<file path="src/rtl/uart_tx_arbiter_pkg.sv">
// Shared types and defaults for the round-robin transmitter arbiter.
package uart_tx_arbiter_pkg;

    localparam int DEF_DATA_WIDTH   = 8;
    localparam int DEF_FRAME_CYCLES = 160;

    typedef enum logic [1:0] {
        ARB_IDLE  = 2'd0,
        ARB_START = 2'd1,
        ARB_WAIT  = 2'd2
    } arb_state_t;

endpackage

</file>
<file path="src/rtl/uart_rr_picker.sv">
// Rotating-priority search: first set request strictly after the last winner.
module uart_rr_picker
    import uart_tx_arbiter_pkg::*;
#(
    parameter int N_REQ = 4,
    parameter int IDW   = $clog2(N_REQ)
) (
    input  logic [N_REQ-1:0] i_req,
    input  logic [IDW-1:0]   i_last,
    output logic             o_valid,
    output logic [IDW-1:0]   o_idx
);

    logic [IDW-1:0] w_pos;

    always_comb begin
        o_valid = 1'b0;
        o_idx   = '0;
        w_pos   = '0;
        // Offset N_REQ wraps back onto the last winner, so it has lowest priority.
        for (int i = 1; i <= N_REQ; i++) begin
            w_pos = IDW'((int'(i_last) + i) % N_REQ);
            if (!o_valid && i_req[w_pos]) begin
                o_valid = 1'b1;
                o_idx   = w_pos;
            end
        end
    end

endmodule

</file>
<file path="src/rtl/uart_tx_arbiter.sv">
// Shares one tx_top transmitter between N_REQ byte producers, one frame at a time.
//   state     | meaning
//   ARB_IDLE  | sample REQ, launch a frame for the round-robin winner
//   ARB_START | TX_START active, ACK pulse to the winner, byte on TX_DATA_IN
//   ARB_WAIT  | hold the transmitter for the remaining FRAME_CYCLES-1 cycles
module uart_tx_arbiter
    import uart_tx_arbiter_pkg::*;
#(
    parameter int   N_REQ        = 4,
    parameter int   DATA_WIDTH   = DEF_DATA_WIDTH,
    parameter int   FRAME_CYCLES = DEF_FRAME_CYCLES,
    parameter logic START_LEVEL  = 1'b0
) (
    input  logic                        TX_CLK,
    input  logic                        TX_RST,
    input  logic [N_REQ-1:0]            REQ,
    input  logic [N_REQ*DATA_WIDTH-1:0] REQ_DATA,
    output logic [N_REQ-1:0]            ACK,
    output logic [DATA_WIDTH-1:0]       TX_DATA_IN,
    output logic                        TX_START,
    output logic                        BUSY,
    output logic [$clog2(N_REQ)-1:0]    GRANT_ID
);

    localparam int             IDW    = $clog2(N_REQ);
    localparam int             CW     = $clog2(FRAME_CYCLES);
    localparam logic [CW-1:0]  CNT_TC = CW'(FRAME_CYCLES - 2);

    arb_state_t              r_state;
    logic [N_REQ-1:0]        r_ack;
    logic [DATA_WIDTH-1:0]   r_tx_data;
    logic                    r_tx_start;
    logic                    r_busy;
    logic [IDW-1:0]          r_grant;
    logic [IDW-1:0]          r_last;
    logic [CW-1:0]           r_cnt;

    logic                    w_valid;
    logic [IDW-1:0]          w_idx;

    uart_rr_picker #(
        .N_REQ (N_REQ),
        .IDW   (IDW)
    ) u_picker (
        .i_req   (REQ),
        .i_last  (r_last),
        .o_valid (w_valid),
        .o_idx   (w_idx)
    );

    always_ff @(posedge TX_CLK) begin
        if (TX_RST) begin
            r_state    <= ARB_IDLE;
            r_ack      <= '0;
            r_tx_data  <= '0;
            r_tx_start <= ~START_LEVEL;
            r_busy     <= 1'b0;
            r_grant    <= '0;
            r_last     <= IDW'(N_REQ - 1);
            r_cnt      <= '0;
        end else begin
            case (r_state)
                ARB_IDLE: begin
                    if (w_valid) begin
                        r_state    <= ARB_START;
                        r_ack      <= N_REQ'(1) << w_idx;
                        r_tx_data  <= REQ_DATA[w_idx*DATA_WIDTH +: DATA_WIDTH];
                        r_tx_start <= START_LEVEL;
                        r_busy     <= 1'b1;
                        r_grant    <= w_idx;
                        r_last     <= w_idx;
                    end
                end
                ARB_START: begin
                    r_state    <= ARB_WAIT;
                    r_ack      <= '0;
                    r_tx_start <= ~START_LEVEL;
                    r_cnt      <= '0;
                end
                ARB_WAIT: begin
                    // Terminal count FRAME_CYCLES-2 gives FRAME_CYCLES-1 WAIT cycles.
                    if (r_cnt == CNT_TC) begin
                        r_state <= ARB_IDLE;
                        r_busy  <= 1'b0;
                    end else begin
                        r_cnt <= r_cnt + CW'(1);
                    end
                end
                default: r_state <= ARB_IDLE;
            endcase
        end
    end

    assign ACK        = r_ack;
    assign TX_DATA_IN = r_tx_data;
    assign TX_START   = r_tx_start;
    assign BUSY       = r_busy;
    assign GRANT_ID   = r_grant;

endmodule

</file>
<file path="config.mk">
export PLATFORM = sky130hd
export DESIGN_NAME = uart_tx_arbiter
export DESIGN_NICKNAME = d
export VERILOG_FILES = /design/src/rtl/uart_tx_arbiter_pkg.sv /design/src/rtl/uart_rr_picker.sv /design/src/rtl/uart_tx_arbiter.sv
export SDC_FILE = /design/constraint.sdc
export NUM_CORES = 1
export LEC_CHECK = 0
export BUFFER_PORTS_ARGS = -buffer_cell sky130_fd_sc_hd__buf_4
export CORE_ASPECT_RATIO = 0.8
export CORE_MARGIN = 8
export CORE_UTILIZATION = 40
export CTS_BUF_LIST = sky130_fd_sc_hd__clkbuf_16
export DETAILED_ROUTE_END_ITERATION = 8
export GPL_ROUTABILITY_DRIVEN = 0
export GPL_TIMING_DRIVEN = 0
export PLACE_DENSITY = 0.72
export RECOVER_POWER = 50
export SYNTH_ARGS = -nofsm -noshare
export SYNTH_HDL_FRONTEND = slang
export SYNTH_SLANG_ARGS = --single-unit
</file>
<file path="constraint.sdc">
create_clock -name TX_CLK -period 2.1 [get_ports TX_CLK]
set_input_delay 0.42 -clock TX_CLK [delete_from_list [all_inputs] [get_ports TX_CLK]]
set_output_delay 0.42 -clock TX_CLK [all_outputs]
set_load 0.01 [all_outputs]
</file>
Yosys cells after proc, flatten, opt, wreduce, memory -nomap -nowiden

Index checks and enable logic that the tools add are counted.

Logic and storage cells: 68
Bits of input ports: 38
Register bits after elaboration: 28
Output and inout bits: 16

Muxes and demuxes: 28
Reduce and logical (&&, ||, !) cells: 15
Eq/ne operators: 6
Magnitude comparators: 4
Add/sub/neg operators: 5
Shift operators: 2

Operator list:

| kind                  | count |
|---|---|
| $shiftx A32 B6 Y8     | 1 |
| $pmux W8 S2           | 1 |
| $lt A2 B3 Y1 const B  | 4 |
| $mux W2               | 6 |
| $mux W1               | 11 |
| $add A8 B1 Y8 const B | 1 |
| $bmux W1 S2           | 4 |
| $eq A8 B8 Y1 const B  | 1 |
| $mux W8               | 1 |
| $pmux W4 S2           | 1 |
| $reduce_and A2 Y1     | 4 |
| $pmux W2 S3           | 1 |
| $reduce_bool A2 Y1    | 3 |
| $add A2 B1 Y2 const B | 2 |
| $add A2 B2 Y2 const B | 2 |
| $mux W4               | 1 |
| $ne A2 B2 Y1 const B  | 2 |
| $pmux W1 S2           | 2 |
| $shl A1 B2 Y4 const A | 1 |
| $logic_and A1 B1 Y1   | 3 |
| $logic_not A1 Y1      | 3 |
| $reduce_and A3 Y1     | 1 |
| $eq A2 B1 Y1 const B  | 1 |
| $eq A2 B2 Y1 const B  | 1 |
| other kinds (2)       | 2 |

Longest topological paths before layout

Word-level depth: 16
Depth in mapped cells: 6
Depth with buffers taken out: 6

Hierarchy

Synthesis repeated with hierarchy kept, for this count alone.

Cell total of the unflattened synthesis: 160
Area total of the unflattened synthesis: 1426.4 µm²

By module, submodules not included:

| module          | instances | cells each | area an instance (µm²) | sequential area each (µm²) |
|---|---|---|---|---|
| uart_tx_arbiter | 1         | 146        | 1335.0                 | 560.5 |
| uart_rr_picker  | 1         | 14         | 91.3                   | 0.0 |

Worst setup path after synthesis

Ideal clock, no wire load.

Path type: reg2reg
Start: register r_cnt[0]
End: register r_cnt[6]
Setup slack: 533 ps
Arrival: 1496 ps
Library setup time: 71 ps
Cell stages (with the launch flop): 6
Clock period less this slack: 1567 ps
Buffers on the path: 0
Data required time: 2029 ps
Cells stage by stage: dfxtp_1 -> inv_1 -> ha_1 -> a41o_1 -> or4_1 -> a21oi_1

Longest elaborated chain between the ends: 3
Elaborated cells on any way between the ends: 6
Those cells by class: add/sub (1); eq/ne (2); mux (2); reduce/logical (1)

RTL lines:

| element                                                 | line                                         | text |
|---|---|---|
| start: declaration                                      | uart_tx_arbiter.sv:36                        | `logic [CW-1:0] r_cnt;` |
| start signal: assignment                                | uart_tx_arbiter.sv:86                        | `r_cnt <= r_cnt + CW'(1);` |
| $add A8 B1 Y8 / $eq A8 B8 Y1 (equally long branches)    | uart_tx_arbiter.sv:86, uart_tx_arbiter.sv:82 |  |
| $mux W8 / $ne A2 B2 Y1 (equally long branches)          | -                                            |  |
| $pmux W8 S2 / $reduce_and A2 Y1 (equally long branches) | -                                            |  |

Parallel ways exist; a longest one is shown, timed or not. The select of a mux whose other input is x is not followed.
A chain may end at the register's enable or synchronous reset.

Final worst setup path

Start: register r_last[1]
End: register r_tx_data[1], in the netlist TX_DATA_IN[1]

Longest elaborated chain between the ends: 14
Elaborated cells on any way between the ends: 28
Those cells by class: add/sub (4); shift (1); mux (16); reduce/logical (7)

RTL lines:

| element                                                       | line                  | text |
|---|---|---|
| start: declaration                                            | uart_tx_arbiter.sv:35 | `logic [IDW-1:0] r_last;` |
| start signal: assignment                                      | uart_tx_arbiter.sv:59 | `r_last <= IDW'(N_REQ - 1);` |
| start signal: assignment                                      | uart_tx_arbiter.sv:71 | `r_last <= w_idx;` |
| $add A2 B1 Y2                                                 | uart_rr_picker.sv:22  | `w_pos = IDW'((int'(i_last) + i) % N_REQ);` |
| $bmux W1 S2                                                   | uart_rr_picker.sv:23  | `if (!o_valid && i_req[w_pos]) begin` |
| $mux W1 (not written as such)                                 | uart_rr_picker.sv:23  |  |
| $mux W1                                                       | uart_rr_picker.sv:23  |  |
| $logic_not A1 Y1                                              | uart_rr_picker.sv:23  |  |
| $logic_and A1 B1 Y1                                           | uart_rr_picker.sv:23  |  |
| $mux W1                                                       | uart_rr_picker.sv:23  |  |
| $logic_not A1 Y1                                              | uart_rr_picker.sv:23  |  |
| $logic_and A1 B1 Y1                                           | uart_rr_picker.sv:23  |  |
| $mux W1                                                       | uart_rr_picker.sv:23  |  |
| $logic_not A1 Y1                                              | uart_rr_picker.sv:23  |  |
| $logic_and A1 B1 Y1                                           | uart_rr_picker.sv:23  |  |
| $mux W2 / $mux W1 (equally long branches)                     | uart_rr_picker.sv:23  |  |
| $shiftx A32 B6 Y8 / $reduce_and A2 Y1 (equally long branches) | -                     |  |
| end signal: assignment                                        | uart_tx_arbiter.sv:67 | `r_tx_data <= REQ_DATA[w_idx*DATA_WIDTH +: DATA_WIDTH];` |
| end: declaration                                              | uart_tx_arbiter.sv:31 | `logic [DATA_WIDTH-1:0] r_tx_data;` |

Parallel ways exist; a longest one is shown, timed or not. The select of a mux whose other input is x is not followed.

==> results by group <==
Synthesis
  – Ranking of synthesized cells by area: dfxtp_1, nor2_1, a211oi_1
  – Most used DFF post-synth: dfxtp_1
  – EDFF count, synth: 0
  – Count leader, synth: dfxtp_1
  – Async set-or-reset flop fraction in the synthesized netlist: 0%
  – Synthesis Warnings: 0
  – Syn Std Cell Area: 1470 um2
  – Mapped Nets: 207
  – Cells after Synth: 167
  – Post-synthesis sequential area ratio: 38.1%
  – Seq cells post-synth: 28
  – Leading area contributor after synthesis: dfxtp_1
  – Mean Syn Cell Area: 8.80 um2
  – Area share of the largest cell type after synthesis: 38.1%
  – Post-synth cell types: 39
  – Synth cell count leaders: dfxtp_1, nor2_1, a211oi_1

Clock tree
  – Post-CTS setup buffer count: 0
  – Root buffer cell: clkbuf_16
  – Clock buffer count from CTS: 3
  – Post-CTS Resized: 0
  – Htree depth: 1
  – Worst-path clk slew: 70 ps
  – Later-pin clock latency in the skew report: 260 ps
  – Post-CTS Hold Buffers: 0
  – Clk sinks: 28
  – Clk buf depth: 2
  – CTS tree: built

Setup path
  – Critical path cell sequence: nand2_1, a31oi_1, nand3_1, clkbuf_1, a221oi_1, a211oi_1
  – Crit start category: register
  – CP Class: register to register
  – CP max-delay cell: dfxtp_1
  – FF-to-FF setup slack: 280 ps
  – CP Capture Type: register
  – Crit path largest cell delay: 430 ps
  – Critical path peak fanout: 10
  – Critical Path AT: 1940 ps
  – Worst EP required: 2220 ps
  – Reg2reg path depth: 6

Route
  – Pre-Repair DR Iteration Count: 4
  – WL per Instance: 15.3 um
  – DR vias/cell: 5.52
  – DRC: 0
  – Vias: 1464
  – Routed Antenna Nets: 0
  – DR iter-0 viols: 98
  – Routed wire length: 4.05 mm

Placed design
  – HPWL Detailed: 3.13 mm
  – Port bufs: 52
  – Setup Slack @ Placement: 190 ps
  – Placed cells: 261

Timing
  – Worst-Margin Slew: 524 ps
  – Setup Skew: 2.03 ps
  – Post-route setup TNS: 0 ps
  – Hold Fails Final Rpt: 0
  – Fin. max-slew vios: 0
  – Final period util: 86.5%
  – Final setup fails: 0
  – Unrepaired setup endpoints after global routing: false
  – Slew HR: 65.0%
  – FMAX: 550 MHz
  – Worst setup margin: 283 ps
  – Tmin final: 1820 ps

Floorplanning
  – Num ports: 54
  – # rows: 19
  – Die area: 5880 um2
  – Die X: 83.8 um
  – Die outline height: 70.2 um
  – Starting Density: 42.4%
  – Core Area: 3470 um2

Power and ir drop
  – Pwr Total: 1.63 mW
  – PD cells: 837 nW/um2
  – P_leak: 0.829 nW
  – Max rail drop VDD: 0.000466 V

Global routing
  – Largest net degree at the start of global routing: 17
  – First-pass GRT wire length: 6.85 mm
  – Gr usage total: 13.6%
  – Initial antenna violation count: 0
  – Via count of the first global-routing pass: 1395
  – Total gr overflow: 0

Run status
  – Status: completed

Job
  – Max Cap Viol: 0

Layout
  – Diodes inserted: 0
  – Layout cells sized above 1: 19.7%
  – Final Util: 56.0%
  – Final non-filler cell total: 265
  – Area Overhead vs Synth: 32.3%
  – Nets@finish: 264

Min path
  – Hold Path Depth: 2
  – Hold WC Path Type: register to register
layout make-up:
type / count / area (um2)
fill: 354 / 1530
inverter: 3 / 11.3
multi-input combinational: 128 / 841
buffer: 8 / 47.5
clock buffer: 3 / 75.1
timing repair buffer: 52 / 327
clock inverter: 1 / 30.0
sequential: 28 / 561
tap: 42 / 52.6
cells by family after synthesis:
logic type / after synthesis / synth area share, %
and+or+nand+nor: 60 / 20.6
muxes: 8 / 5.45
AOI/OAI and AO/OA: 57 / 29.5
adders and majority gates: 2 / 1.70
DFF: 28 / 38.1
xor gates and xnor gates: 1 / 0.596
buffers and inverters: 11 / 4.00
placed cells by master (no fill, tap or decap), drive strengths merged:
cell type and instances:
nand4 2, o311ai 1, o21bai 10, a211oi 11, nor3 2, nand2 6, o21a 3, a221oi 8
buf 38, a211o 2, ha 2, a41o 2, or4 1, mux2i 8, nor2b 2, dfxtp 28
a21oi 9, a32oi 3, nand2b 3, a21boi 1, and2 1, a41oi 1, and3 11, a31oi 2
nor2 25, inv 3, nand3 6, nand3b 1, o21ai 3, bufinv 1, xor2 1, clkbuf 25
a21o 1
power by group:
part           internal (mW)  total, mW  switching, mW  leakage (nW)
Combinational          0.186      0.431          0.244         0.548
Sequential             0.594      0.638         0.0441         0.230
Clock                  0.379      0.559          0.180        0.0511
flip-flops by register name, indices dropped and copies added, names as in the netlist:
register / flops
r_state: 2
BUSY: 1
TX_START: 1
GRANT_ID: 2
r_cnt: 8
ACK: 4
r_last: 2
TX_DATA_IN: 8
critical path: cells and delay by family (launching register included):
kind                   cells  cell delay, ps
AND/OR/NAND/NOR            2             270
flip-flops                 1             430
buffers and inverters      1             290
AO/OA/AOI/OAI              3             680
final timing paths:
path                   end         from
min            GRANT_ID[1]  GRANT_ID[1]
max reg2reg  TX_DATA_IN[1]    r_last[1]
max          TX_DATA_IN[1]    r_last[1]
min reg2reg    GRANT_ID[1]  GRANT_ID[1]
stage by stage:
stage	hold slack [ps]	cell area [um2]
after global routing	493	1940
after CTS	466	2020
after global placement	446	1910
after detailed placement	453	1910
final	458	1940
after floorplan	461	1470
metal layers:
metal,track usage [%],share of wire [%],wire length [um],up-vias
met1,17.6,49,1980,684
met3,3.36,3.6,146,2
met4,2.87,0.79,32,0
met2,22.1,47,1900,30
met5,0,0,0,-
li1,-,-,-,748
Power figures use the tool's default switching activity.
